[src/rtl/ahb_req_master.sv]
// AHB-Lite master that runs one queued request as SINGLE/INCR transfers with
// pipelined address/data phases and returns read data plus sticky error status.
module ahb_req_master #(
  parameter int MAX_BEATS = 8,
  parameter int DATA_W    = 32
) (
  input  logic              clk,
  input  logic              rst_n,
  input  logic              req_valid,
  output logic              req_ready,
  input  logic              req_write,
  input  logic [29:0]       req_addr,
  input  logic [3:0]        req_byte_sel,
  input  logic [3:0]        req_len,
  input  logic [255:0]      req_wdata,
  output logic              rsp_valid,
  input  logic              rsp_ready,
  output logic [255:0]      rsp_rdata,
  output logic              rsp_err,
  output logic [31:0]       haddr,
  output logic [1:0]        htrans,
  output logic              hwrite,
  output logic [2:0]        hsize,
  output logic [2:0]        hburst,
  output logic [3:0]        hwstrb,
  output logic [DATA_W-1:0] hwdata,
  input  logic [DATA_W-1:0] hrdata,
  input  logic              hready,
  input  logic              hresp
);

  typedef enum logic [1:0] {
    S_IDLE = 2'd0,
    S_XFER = 2'd1,
    S_RESP = 2'd2
  } state_t;

  localparam logic [1:0] HT_IDLE   = 2'b00;
  localparam logic [1:0] HT_NONSEQ = 2'b10;
  localparam logic [1:0] HT_SEQ    = 2'b11;

  state_t         state_r;
  logic [31:0]    base_r;
  logic [255:0]   wdata_r;
  logic [3:0]     beats_r;
  logic [3:0]     addr_idx_r;   // number of address phases driven so far
  logic [2:0]     data_idx_r;
  logic           data_act_r;

  logic [3:0]     beats_s;
  logic [31:0]    nxt_addr_s;
  logic [2:0]     addr_beat_s;
  logic           last_issued_s;
  logic [1:0]     nxt_trans_s;

  assign hsize         = 3'b010;
  assign nxt_addr_s    = base_r + {26'd0, addr_idx_r, 2'b00};
  assign addr_beat_s   = addr_idx_r[2:0] - 3'd1;
  assign last_issued_s = (addr_idx_r >= beats_r);

  // Clamp the requested length into 1..MAX_BEATS.
  always_comb begin
    if (req_len == 4'd0) begin
      beats_s = 4'd1;
    end else if (req_len > 4'(MAX_BEATS)) begin
      beats_s = 4'(MAX_BEATS);
    end else begin
      beats_s = req_len;
    end
  end

  // A beat landing on a 1KB boundary restarts the burst with NONSEQ.
  always_comb begin
    if (nxt_addr_s[9:0] == 10'd0) begin
      nxt_trans_s = HT_NONSEQ;
    end else begin
      nxt_trans_s = HT_SEQ;
    end
  end

  // Request/transfer/response sequencer with registered bus and response outputs.
  always_ff @(posedge clk or negedge rst_n) begin
    if (!rst_n) begin
      state_r    <= S_IDLE;
      req_ready  <= 1'b1;
      rsp_valid  <= 1'b0;
      rsp_rdata  <= 256'd0;
      rsp_err    <= 1'b0;
      haddr      <= 32'd0;
      htrans     <= HT_IDLE;
      hwrite     <= 1'b0;
      hburst     <= 3'b000;
      hwstrb     <= 4'd0;
      hwdata     <= '0;
      base_r     <= 32'd0;
      wdata_r    <= 256'd0;
      beats_r    <= 4'd0;
      addr_idx_r <= 4'd0;
      data_idx_r <= 3'd0;
      data_act_r <= 1'b0;
    end else begin
      case (state_r)
        S_IDLE: begin
          if (req_valid) begin
            req_ready  <= 1'b0;
            base_r     <= {req_addr, 2'b00};
            wdata_r    <= req_wdata;
            beats_r    <= beats_s;
            addr_idx_r <= 4'd1;
            data_act_r <= 1'b0;
            rsp_rdata  <= 256'd0;
            rsp_err    <= 1'b0;
            haddr      <= {req_addr, 2'b00};
            htrans     <= HT_NONSEQ;
            hwrite     <= req_write;
            hburst     <= (beats_s == 4'd1) ? 3'b000 : 3'b001;
            hwstrb     <= req_byte_sel;
            state_r    <= S_XFER;
          end
        end
        S_XFER: begin
          if (data_act_r && hresp) begin
            // Two-cycle ERROR: cancel the pending address now, finish on the second cycle.
            rsp_err <= 1'b1;
            htrans  <= HT_IDLE;
            if (hready) begin
              data_act_r <= 1'b0;
              rsp_valid  <= 1'b1;
              state_r    <= S_RESP;
            end
          end else if (hready) begin
            if (data_act_r && !hwrite) begin
              rsp_rdata[DATA_W*data_idx_r +: DATA_W] <= hrdata;
            end
            if (htrans != HT_IDLE) begin
              data_act_r <= 1'b1;
              data_idx_r <= addr_beat_s;
              hwdata     <= hwrite ? wdata_r[DATA_W*addr_beat_s +: DATA_W] : '0;
              if (!last_issued_s) begin
                haddr      <= nxt_addr_s;
                htrans     <= nxt_trans_s;
                addr_idx_r <= addr_idx_r + 4'd1;
              end else begin
                htrans <= HT_IDLE;
              end
            end else begin
              data_act_r <= 1'b0;
              rsp_valid  <= 1'b1;
              state_r    <= S_RESP;
            end
          end
        end
        S_RESP: begin
          if (rsp_ready) begin
            rsp_valid <= 1'b0;
            req_ready <= 1'b1;
            state_r   <= S_IDLE;
          end
        end
        default: begin
          state_r   <= S_IDLE;
          req_ready <= 1'b1;
          rsp_valid <= 1'b0;
          htrans    <= HT_IDLE;
        end
      endcase
    end
  end

endmodule

[config.mk]
export PLATFORM = sky130hd
export DESIGN_NAME = ahb_req_master
export DESIGN_NICKNAME = d
export VERILOG_FILES = /design/src/rtl/ahb_req_master.sv
export SDC_FILE = /design/constraint.sdc
export NUM_CORES = 1
export LEC_CHECK = 0
export BUFFER_PORTS_ARGS = -buffer_cell sky130_fd_sc_hd__buf_2
export CORE_MARGIN = 2
export CORE_UTILIZATION = 30
export CTS_BUF_LIST = sky130_fd_sc_hd__clkbuf_8 sky130_fd_sc_hd__clkbuf_16
export DETAILED_ROUTE_END_ITERATION = 7
export GPL_ROUTABILITY_DRIVEN = 0
export MAX_ROUTING_LAYER = met4
export PLACE_DENSITY = 0.58
export SYNTH_ARGS = -nofsm -noshare
export SYNTH_HDL_FRONTEND = slang
export SYNTH_SLANG_ARGS = --single-unit
export TNS_END_PERCENT = 50
[constraint.sdc]
create_clock -name clk -period 2.74 [get_ports clk]
set_input_delay 0.548 -clock clk [delete_from_list [all_inputs] [get_ports clk]]
set_output_delay 0.548 -clock clk [all_outputs]
set_load 0.01 [all_outputs]
==> impl_metrics.ini, run 1 <==
[clock_network]
cts_tree = built
htreeDepth = 3
clock_latency_ps = 620
max-clock-path-buffers = 3
clkTransAtPathRegs_ps = 60
cts-buffers-inserted = 75
cts_sinks = 629
cts-root-buf = clkbuf_16

[placement]
dp_hpwl_um = 64400
port_buffers = 661
pre_cts_slack_ps = 152

[min_path]
whs_path_depth = 3
hp-class = in2reg

[global_routing]
grt_remaining_overflow = 0
grt_max_degree = 82
grt_pass1_wl_um = 134000
grt_usage_pct = 20.1
antenna_found_initial = 39
grt_pass1_vias = 21200

[floorplan]
die_y_um = 301
pin_count = 669
dieArea_sq_um = 90300
die_w_um = 301
core-area_sq_um = 87000
start_util_pct = 30.3
num_rows = 108

[power_and_ir_drop]
p_int_mw = 23.5
switching_share_pct = 37.4
p_comb_share_pct = 35.7
ir_worst_vdd_v = 0.000879
p_seq_share_pct = 37.3
leakagePower_nw = 17.9
p_per_area_nw_per_um2 = 1100
p_switching_mw = 14.0
p_clk_share_pct = 27.0

[critical_path]
required_ps = 3270
critPathKind = reg2reg
cp-start-kind = flop
worst-r2r-cell-count = 7
cp_max_fo = 32
cp-end-kind = flop
critPathArrivalTime_ps = 3160

[synth]
yosysWarningCount = 0
synth_area_leader_cell = dfrtp_1
seq_area_frac_synth_pct = 59.7
synthArstFlopShare_pct = 100
synth_edf_count = 0
syn-cell-area_sq_um = 26400
ys.flop_type = dfrtp_1
syn_inst = 2481
yosysTopAreaCellShare_pct = 59.6
ys_top_cells_by_area = dfrtp_1 (60%), nand2_1 (14%), a22o_1 (7.9%), mux4_2 (5.5%), o21ai_0 (1.9%)
syn_area_per_cell_sq_um = 10.6
synth-seq-cells = 629
synth_cell_types = 67

[detailed_routing]
drt_iter0_markers = 1379
drt-total-wl_um = 89800
first_pass_iters = 4
drtAntennaViolNets = 0
viasPerCell = 4.84
num_vias = 21100
remaining_drc_errors = 0
wire_per_inst_um = 20.6

[job]
maxCapViolCount = 0

[timing]
holdWs_ps = 121
hold_viol_final = 0
skew_ps = 24.8
fmax_mhz = 381
tightest_slew_ps = 1160
fin_crit_sh_pct = 95.8
relSlewSlack_pct = 22.7
maxSlewViolCount = 0
period_minus_slack_ps = 2620
setup_violations = 0
finalSetupTns_ps = 0
setup_ws_ps = 115
rsz0062_at_grt = true

[cells_and_area]
syn2layout_area_growth_pct = 29.0
drive_above_1_share_pct = 30.5
nNetsFinal = 3449

[run_status]
status = completed
power groups by stage:
stage	sequential, mW	clock (mW)	combinational (mW)
after global placement	14.1	0	13.5
after detailed placement	14.1	0	13.7
after floorplan	13.8	0	8.37
final	14.0	10.2	13.4
after CTS	14.0	10.4	13.7
after global routing	14.3	10.8	15.0
worst max-delay path: stages, from the launching register on:
cell	delay [ps]
dfrtp_1	410
inv_1	60
ha_1	180
ha_1	390
nor4_1	70
and3_1	230
o21ai_4	870
a22o_1	280
what timing repair did:
item,CTS,global route
resized for setup,0,1
buffers inserted,0,0
hold buffers,1,0
endpoints found under the hold margin,25,0
setup endpoints to repair,0,2
final timing paths:
check	endpoint	slack (ps)	startpoint
worst max-delay path	rsp_rdata[23]	120	data_idx_r[1]
worst min-delay path	wdata_r[38]	120	req_wdata[38]
worst max register to register	rsp_rdata[23]	120	data_idx_r[1]
worst min register to register	wdata_r[145]	470	wdata_r[145]
max in group asynchronous	wdata_r[254]	1390	rst_n
min in group asynchronous	rsp_rdata[107]	480	rst_n
sequential cells by signal, indices dropped and copies added, names as in the netlist, 2 cells and up:
| register | cells |
|---|---|
| addr_idx_r | 4 |
| base_r | 30 |
| beats_r | 4 |
| data_idx_r | 3 |
| haddr | 30 |
| htrans | 2 |
| hwdata | 32 |
| hwstrb | 4 |
| rsp_rdata | 256 |
| state_r | 2 |
| wdata_r | 256 |
layout by cell type (no fill, tap or decap), drive strengths merged, types with 9 or more instances in the layout:
cell type,n
nor2,25
clkinvlp,9
o211ai,9
clkinv,14
nand2,960
nand3,23
dfrtp,628
ha,12
mux2i,41
clkbuf,89
xnor2,11
buf,739
o21ai,104
mux4,64
nor3,16
nor4,10
a22o,238
inv,35
diode,34
xor2,9
area by class of cell:
cell class / instances / area (sq um)
clock inverter: 48 / 493
timing repair buffer: 740 / 4240
clock buffer: 89 / 2070
tap: 1155 / 1450
antenna: 34 / 85.1
sequential: 629 / 15700
fill: 8707 / 53000
inverter: 15 / 56.3
multi-input combinational: 1642 / 9900
stage by stage:
stage	cell area (sq um)	power, mW	std cells	util (%)
final	34000	37.6	4352	39.1
after global routing	34000	40.2	4351	39.1
after CTS	33900	38.2	4318	39.0
after detailed placement	31400	27.8	4180	36.1
after global placement	31400	27.6	4180	36.1
after floorplan	26400	22.2	2486	-
Yosys cell counts, types with 11 or more instances:
| cell | number |
|---|---|
| nand3_1 | 23 |
| mux2i_1 | 41 |
| a22o_1 | 238 |
| clkbuf_1 | 130 |
| nor3_1 | 12 |
| inv_1 | 14 |
| o21ai_0 | 99 |
| mux4_2 | 64 |
| buf_2 | 23 |
| buf_1 | 36 |
| nand2_1 | 960 |
| xnor2_1 | 11 |
| nor2_1 | 25 |
| dfrtp_1 | 628 |
| ha_1 | 12 |
routing by layer:
layer / up-vias / global-route usage, % / wire length [um]
li1: 9755 / - / -
met4: 0 / 5.95 / 2480
met1: 10300 / 25.5 / 37700
met2: 802 / 31.0 / 41600
met3: 161 / 6.05 / 7940
met5: - / - / 0
logic make-up (layout without fill, tap and decap cells):
logic type | Yosys count | count (layout) | share of synthesized area [%]
buffers and inverters | 215 | 892 | 3.37
other | 2 | 41 | 0.0285
adders and majority gates | 13 | 13 | 0.645
AOI/OAI and AO/OA | 407 | 407 | 11.8
muxes | 111 | 111 | 7.28
and+or+nand+nor | 1084 | 1084 | 16.5
xor gates and xnor gates | 20 | 20 | 0.664
DFF | 629 | 629 | 59.7
Power figures use the tool's default switching activity.
==> run 2, diff against run 1 <==
--- a/config.mk
+++ b/config.mk
@@ -6,13 +6,16 @@
 export NUM_CORES = 1
 export LEC_CHECK = 0
 export BUFFER_PORTS_ARGS = -buffer_cell sky130_fd_sc_hd__buf_2
+export CELL_PAD_IN_SITES_DETAIL_PLACEMENT = 1
+export CELL_PAD_IN_SITES_GLOBAL_PLACEMENT = 1
 export CORE_MARGIN = 2
 export CORE_UTILIZATION = 30
 export CTS_BUF_LIST = sky130_fd_sc_hd__clkbuf_8 sky130_fd_sc_hd__clkbuf_16
+export CTS_CLUSTER_SIZE = 20
 export DETAILED_ROUTE_END_ITERATION = 7
 export GPL_ROUTABILITY_DRIVEN = 0
 export MAX_ROUTING_LAYER = met4
-export PLACE_DENSITY = 0.58
+export PLACE_DENSITY = 0.68
 export SYNTH_ARGS = -nofsm -noshare
 export SYNTH_HDL_FRONTEND = slang
 export SYNTH_SLANG_ARGS = --single-unit
==> constraint.sdc (replaced) <==
create_clock -name clk -period 3.31 [get_ports clk]
set_input_delay 0.662 -clock clk [delete_from_list [all_inputs] [get_ports clk]]
set_output_delay 0.662 -clock clk [all_outputs]
set_load 0.01 [all_outputs]
==> run 2 against run 1 <==
Compared with the run above: flip-flop and latch count is the same; non-clock buffer count shrank 20; worst setup slack gained 410 ps; clock power shrank 18%; largest cell class unchanged; global-route usage grew 1.6 points; sequential power shrank 17%; critical path type unchanged; die area is the same; final cell count shrank 0.44%.
==> impl_metrics.ini, run 2 (synthesis results as in run 1) <==
[job]
maxCapViolCount = 0

[run_status]
status = completed

[clock_network]
cts_sinks = 629
cts_tree = built
cts-buffers-inserted = 75
clkTransAtPathRegs_ps = 60
max-clock-path-buffers = 3
hold_buffers = 0
postCtsSetupBuffers = 0
cts_resized = 0
cts-root-buf = clkbuf_16
htreeDepth = 3
clock_latency_ps = 630

[timing]
finalSetupTns_ps = 0
fin_crit_sh_pct = 84.1
hold_viol_final = 0
fmax_mhz = 359
skew_ps = 43.9
period_minus_slack_ps = 2780
setup_violations = 0
maxSlewViolCount = 0
relSlewSlack_pct = 24.0
rsz0062_at_grt = false
tightest_slew_ps = 1140

[detailed_routing]
drtAntennaViolNets = 0
wire_per_inst_um = 22.1
first_pass_iters = 5
remaining_drc_errors = 0
drt-total-wl_um = 96000
viasPerCell = 4.92
num_vias = 21300
drt_iter0_markers = 1069

[floorplan]
start_util_pct = 30.3
die_y_um = 301
die_w_um = 301
num_rows = 108
dieArea_sq_um = 90300
pin_count = 669
core-area_sq_um = 87000

[global_routing]
grt_usage_pct = 21.7
antenna_found_initial = 39
grt_remaining_overflow = 0
grt_pass1_vias = 22300
grt_pass1_wl_um = 145000
grt_max_degree = 96

[critical_path]
cp-start-kind = flop
crit_slowest_cell = a211oi_1
critPathArrivalTime_ps = 3210
crit_chain = ha_1 -> fa_1 -> a211oi_1 -> or2_2 -> a22oi_1 -> a2111oi_0 -> o211ai_1
cpPeakStageDelay_ps = 540
timing.rr.end = htrans[0]
worst-r2r-cell-count = 7
cp-end-kind = flop
cp_max_fo = 5
required_ps = 3730
crit_start = addr_idx_r[0]
r2r-start = addr_idx_r[0]
cp-endpoint = htrans[0]
critPathKind = reg2reg
r2r_setup_slack_ps = 530

[cells_and_area]
multi_input_area_sq_um = 9910
syn2layout_area_growth_pct = 27.8
nNetsFinal = 3429
layout.area.seq_sq_um = 15700
layout_commonest_cell = nand2_1
stdcell_count = 4333
fill_cells = 9919
top_regs = rsp_rdata (256), wdata_r (256), hwdata (32)
drive_above_1_share_pct = 29.8
final_cell_mix = nand2_1 (959), buf_2 (660), dfrtp_1 (627)

[placement]
port_buffers = 661
dp_hpwl_um = 68300
dp_cells = 4161

[power_and_ir_drop]
ir_worst_vdd_v = 0.000602
leakagePower_nw = 17.8
p_per_area_nw_per_um2 = 921
p_total_mw = 31.1

[min_path]
hp-class = in2async
[run 2: cell count changes in the layout (fill, tap and decap cells not counted), sizes merged]
cell         before  now
inv              35   36
clkinv           14   18
clkbuf           89   87
dlygate4sd3       1    0
buf             739  720
clkinvlp          9    3
diode            34   38
[run 2: layer usage]
layer	track usage (%)	part of all wire (%)
met4	6.21	2.6
met5	-	0
met3	6.18	8.0
met1	27.2	42
met2	34.2	47
[run 2: worst max-delay path, delay by kind of cell, from the launching register on]
family          cells  cell delay [ps]
compound gates      4             1100
fa+ha+maj           2              680
flops               1              520
simple gates        1              290
[run 2: worst min path at each step]
stage                 start             end  cells after the start
4_1_cts               rst_n     wdata_r[66]                      1
3_5_place_dp   wdata_r[137]    wdata_r[137]                      2
5_1_grt               rst_n    wdata_r[132]                      1
3_3_place_gp    wdata_r[50]     wdata_r[50]                      2
2_1_floorplan         rst_n   addr_idx_r[0]                      0
6_report              rst_n  rsp_rdata[135]                      1
[run 2: report_power, final]
group          leakage [nW]  switching (mW)  internal (mW)  total, mW
Combinational          8.28            6.76           4.34       11.1
Sequential             8.25            1.53           10.1       11.6
Clock                  1.30            3.51           4.85       8.36
[run 2: area by class of cell]
cell class,instances,share of cell area (%)
timing repair buffer,720,11.7
clock inverter,47,1.41
multi-input combinational,1642,29.4
sequential,629,46.7
clock buffer,87,6.05
tap,1155,4.28
inverter,15,0.167
antenna,38,0.282
[run 2: stage by stage]
stage / hold WS, ps / setup slack (ps) / util [%] / area, sq um
after floorplan: 366 / 474 / - / 26400
after global placement: 452 / 591 / 35.8 / 31100
after detailed placement: 457 / 536 / 35.8 / 31100
final: 82.7 / 526 / 38.8 / 33700
after CTS: 60.6 / 519 / 38.6 / 33600
after global routing: 95.4 / 298 / 38.8 / 33700
==> run 3, diff against run 2 <==
==> constraint.sdc (replaced) <==
create_clock -name clk -period 2.85 [get_ports clk]
set_input_delay 0.57 -clock clk [delete_from_list [all_inputs] [get_ports clk]]
set_output_delay 0.57 -clock clk [all_outputs]
set_load 0.01 [all_outputs]
==> run 3 against run 2 <==
Compared with the run above: wire length is 0.45% higher; combinational power is 18% higher; via count is 0.71% higher; register-to-register slack worse by 320 ps; critical endpoint is now rsp_rdata[28]; final cell count hardly changed; largest power group unchanged; first-iteration DRC count is 7.4% higher; highest routed layer unchanged; global-route usage hardly changed; critical path type unchanged; sequential share of layout area is 0.29 points lower; fmax is 5.4% higher; die area stayed put; worst setup slack worse by 320 ps.
==> impl_metrics.ini, run 3 (synthesis results as in run 1) <==
[power_and_ir_drop]
leakagePower_nw = 17.9
p_per_area_nw_per_um2 = 1070
p_total_mw = 36.5
ir_worst_vdd_v = 0.000613

[placement]
pre_cts_slack_ps = 247
dp_cells = 4174
port_buffers = 661
dpl_cell_area_sq_um = 31300
dp_hpwl_um = 68500

[clock_network]
postCtsSetupBuffers = 0
cts-buffers-inserted = 75
max-clock-path-buffers = 3
hold_buffers = 1
cts_resized = 0
cts-root-buf = clkbuf_16
cts_tree = built
clkTransAtPathRegs_ps = 60
htreeDepth = 3
cts_sinks = 629
clock_latency_ps = 620

[timing]
holdWs_ps = 136
fin_crit_sh_pct = 92.7
maxSlewViolCount = 0
setup_violations = 0
skew_ps = 24.5
tightest_slew_ps = 1190
fmax_mhz = 379
setup_ws_ps = 208
finalSetupTns_ps = 0
rsz0062_at_grt = false
period_minus_slack_ps = 2640
hold_viol_final = 0
relSlewSlack_pct = 20.3

[critical_path]
critPathTopFamily = compound AO/OA/AOI/OAI gates
cp-end-kind = flop
crit_buf_inv = 1
crit_start = data_idx_r[0]
critPathArrivalTime_ps = 3180
cp_max_fo = 32
crit_chain = inv_1 -> ha_1 -> ha_1 -> nor4_1 -> and3_1 -> o21ai_4 -> a22o_1
r2r-start = data_idx_r[0]
timing.rr.end = rsp_rdata[28]
critPathKind = reg2reg
cp-start-kind = flop
cpPeakStageDelay_ps = 880
cp-endpoint = rsp_rdata[28]
worst-r2r-cell-count = 7
cpMostUsedCell = ha_1
r2r_setup_slack_ps = 210
required_ps = 3390
crit_slowest_cell = o21ai_4
timing.critical_path.depth = 7

[floorplan]
core-area_sq_um = 87000
die_y_um = 301
pin_count = 669
start_util_pct = 30.3
num_rows = 108
dieArea_sq_um = 90300
die_w_um = 301

[cells_and_area]
stdcell_count = 4337
final_cell_area_sq_um = 33900
layout_commonest_cell = nand2_1
final_cell_mix = nand2_1 (959), buf_2 (660), dfrtp_1 (627)
top_regs = rsp_rdata (256), wdata_r (256), hwdata (32)
finish.utilization_pct = 39.0
drive_above_1_share_pct = 30.2
fill_cells = 9875
nNetsFinal = 3443
syn2layout_area_growth_pct = 28.6

[global_routing]
antenna_found_initial = 34
grt_pass1_wl_um = 145000
grt_remaining_overflow = 0
grt_max_degree = 92
grt_pass1_vias = 22600
grt_usage_pct = 21.7

[detailed_routing]
num_vias = 21500
drt_iter0_markers = 1148
wire_per_inst_um = 22.2
viasPerCell = 4.95
drt-total-wl_um = 96400
drtAntennaViolNets = 0
remaining_drc_errors = 0
first_pass_iters = 7

[job]
maxCapViolCount = 0

[min_path]
whs_path_depth = 3
hp-class = in2reg

[run_status]
status = completed
[run 3: changes by cell type in the layout (fill, tap and decap cells not counted), moves of 2 or more]
| cell | delta |
|---|---|
| diode_2 | -6 |
| buf_12 | +7 |
| inv_1 | -6 |
| clkbuf_8 | -2 |
| bufinv_16 | +3 |
| buf_4 | +6 |
[run 3: how the worst min path moves through the flow]
stage,start,to,slack [ps]
after detailed placement,wdata_r[129],wdata_r[129],460
after global placement,wdata_r[145],wdata_r[145],450
after floorplan,rst_n,addr_idx_r[0],270
final,req_wdata[38],wdata_r[38],140
after CTS,req_wdata[136],wdata_r[136],80
after global routing,req_wdata[91],wdata_r[91],100
[run 3: layout make-up]
cell class | instances | area [sq um] | area share (%)
diodes | 32 | 80.1 | 0.236
flip-flops and latches | 629 | 15700 | 46.4
clock buffers | 86 | 2040 | 6.01
inverters | 15 | 56.3 | 0.166
multi-input cells | 1642 | 9910 | 29.2
clock inverters | 44 | 509 | 1.50
repair buffers | 734 | 4160 | 12.2
well taps | 1155 | 1450 | 4.26
[run 3: report_power, final]
group          switching [mW]  internal (mW)  total, mW
Clock                    4.05           5.88       9.93
Combinational            7.88           5.18       13.1
Sequential               1.82           11.7       13.5
Total                    13.7           22.7       36.5
[run 3: worst min-delay path, cell delays in order]
cell     delay, ps
buf_2           70
nand2_1         40
nand2_1         40
[run 3: layer usage]
metal | global-route usage, % | part of all wire [%] | wire, um
met1 | 26.6 | 42 | 40100
met2 | 35.3 | 48 | 46100
met3 | 5.89 | 7.6 | 7320
met4 | 6.11 | 2.9 | 2840
met5 | - | 0 | 0
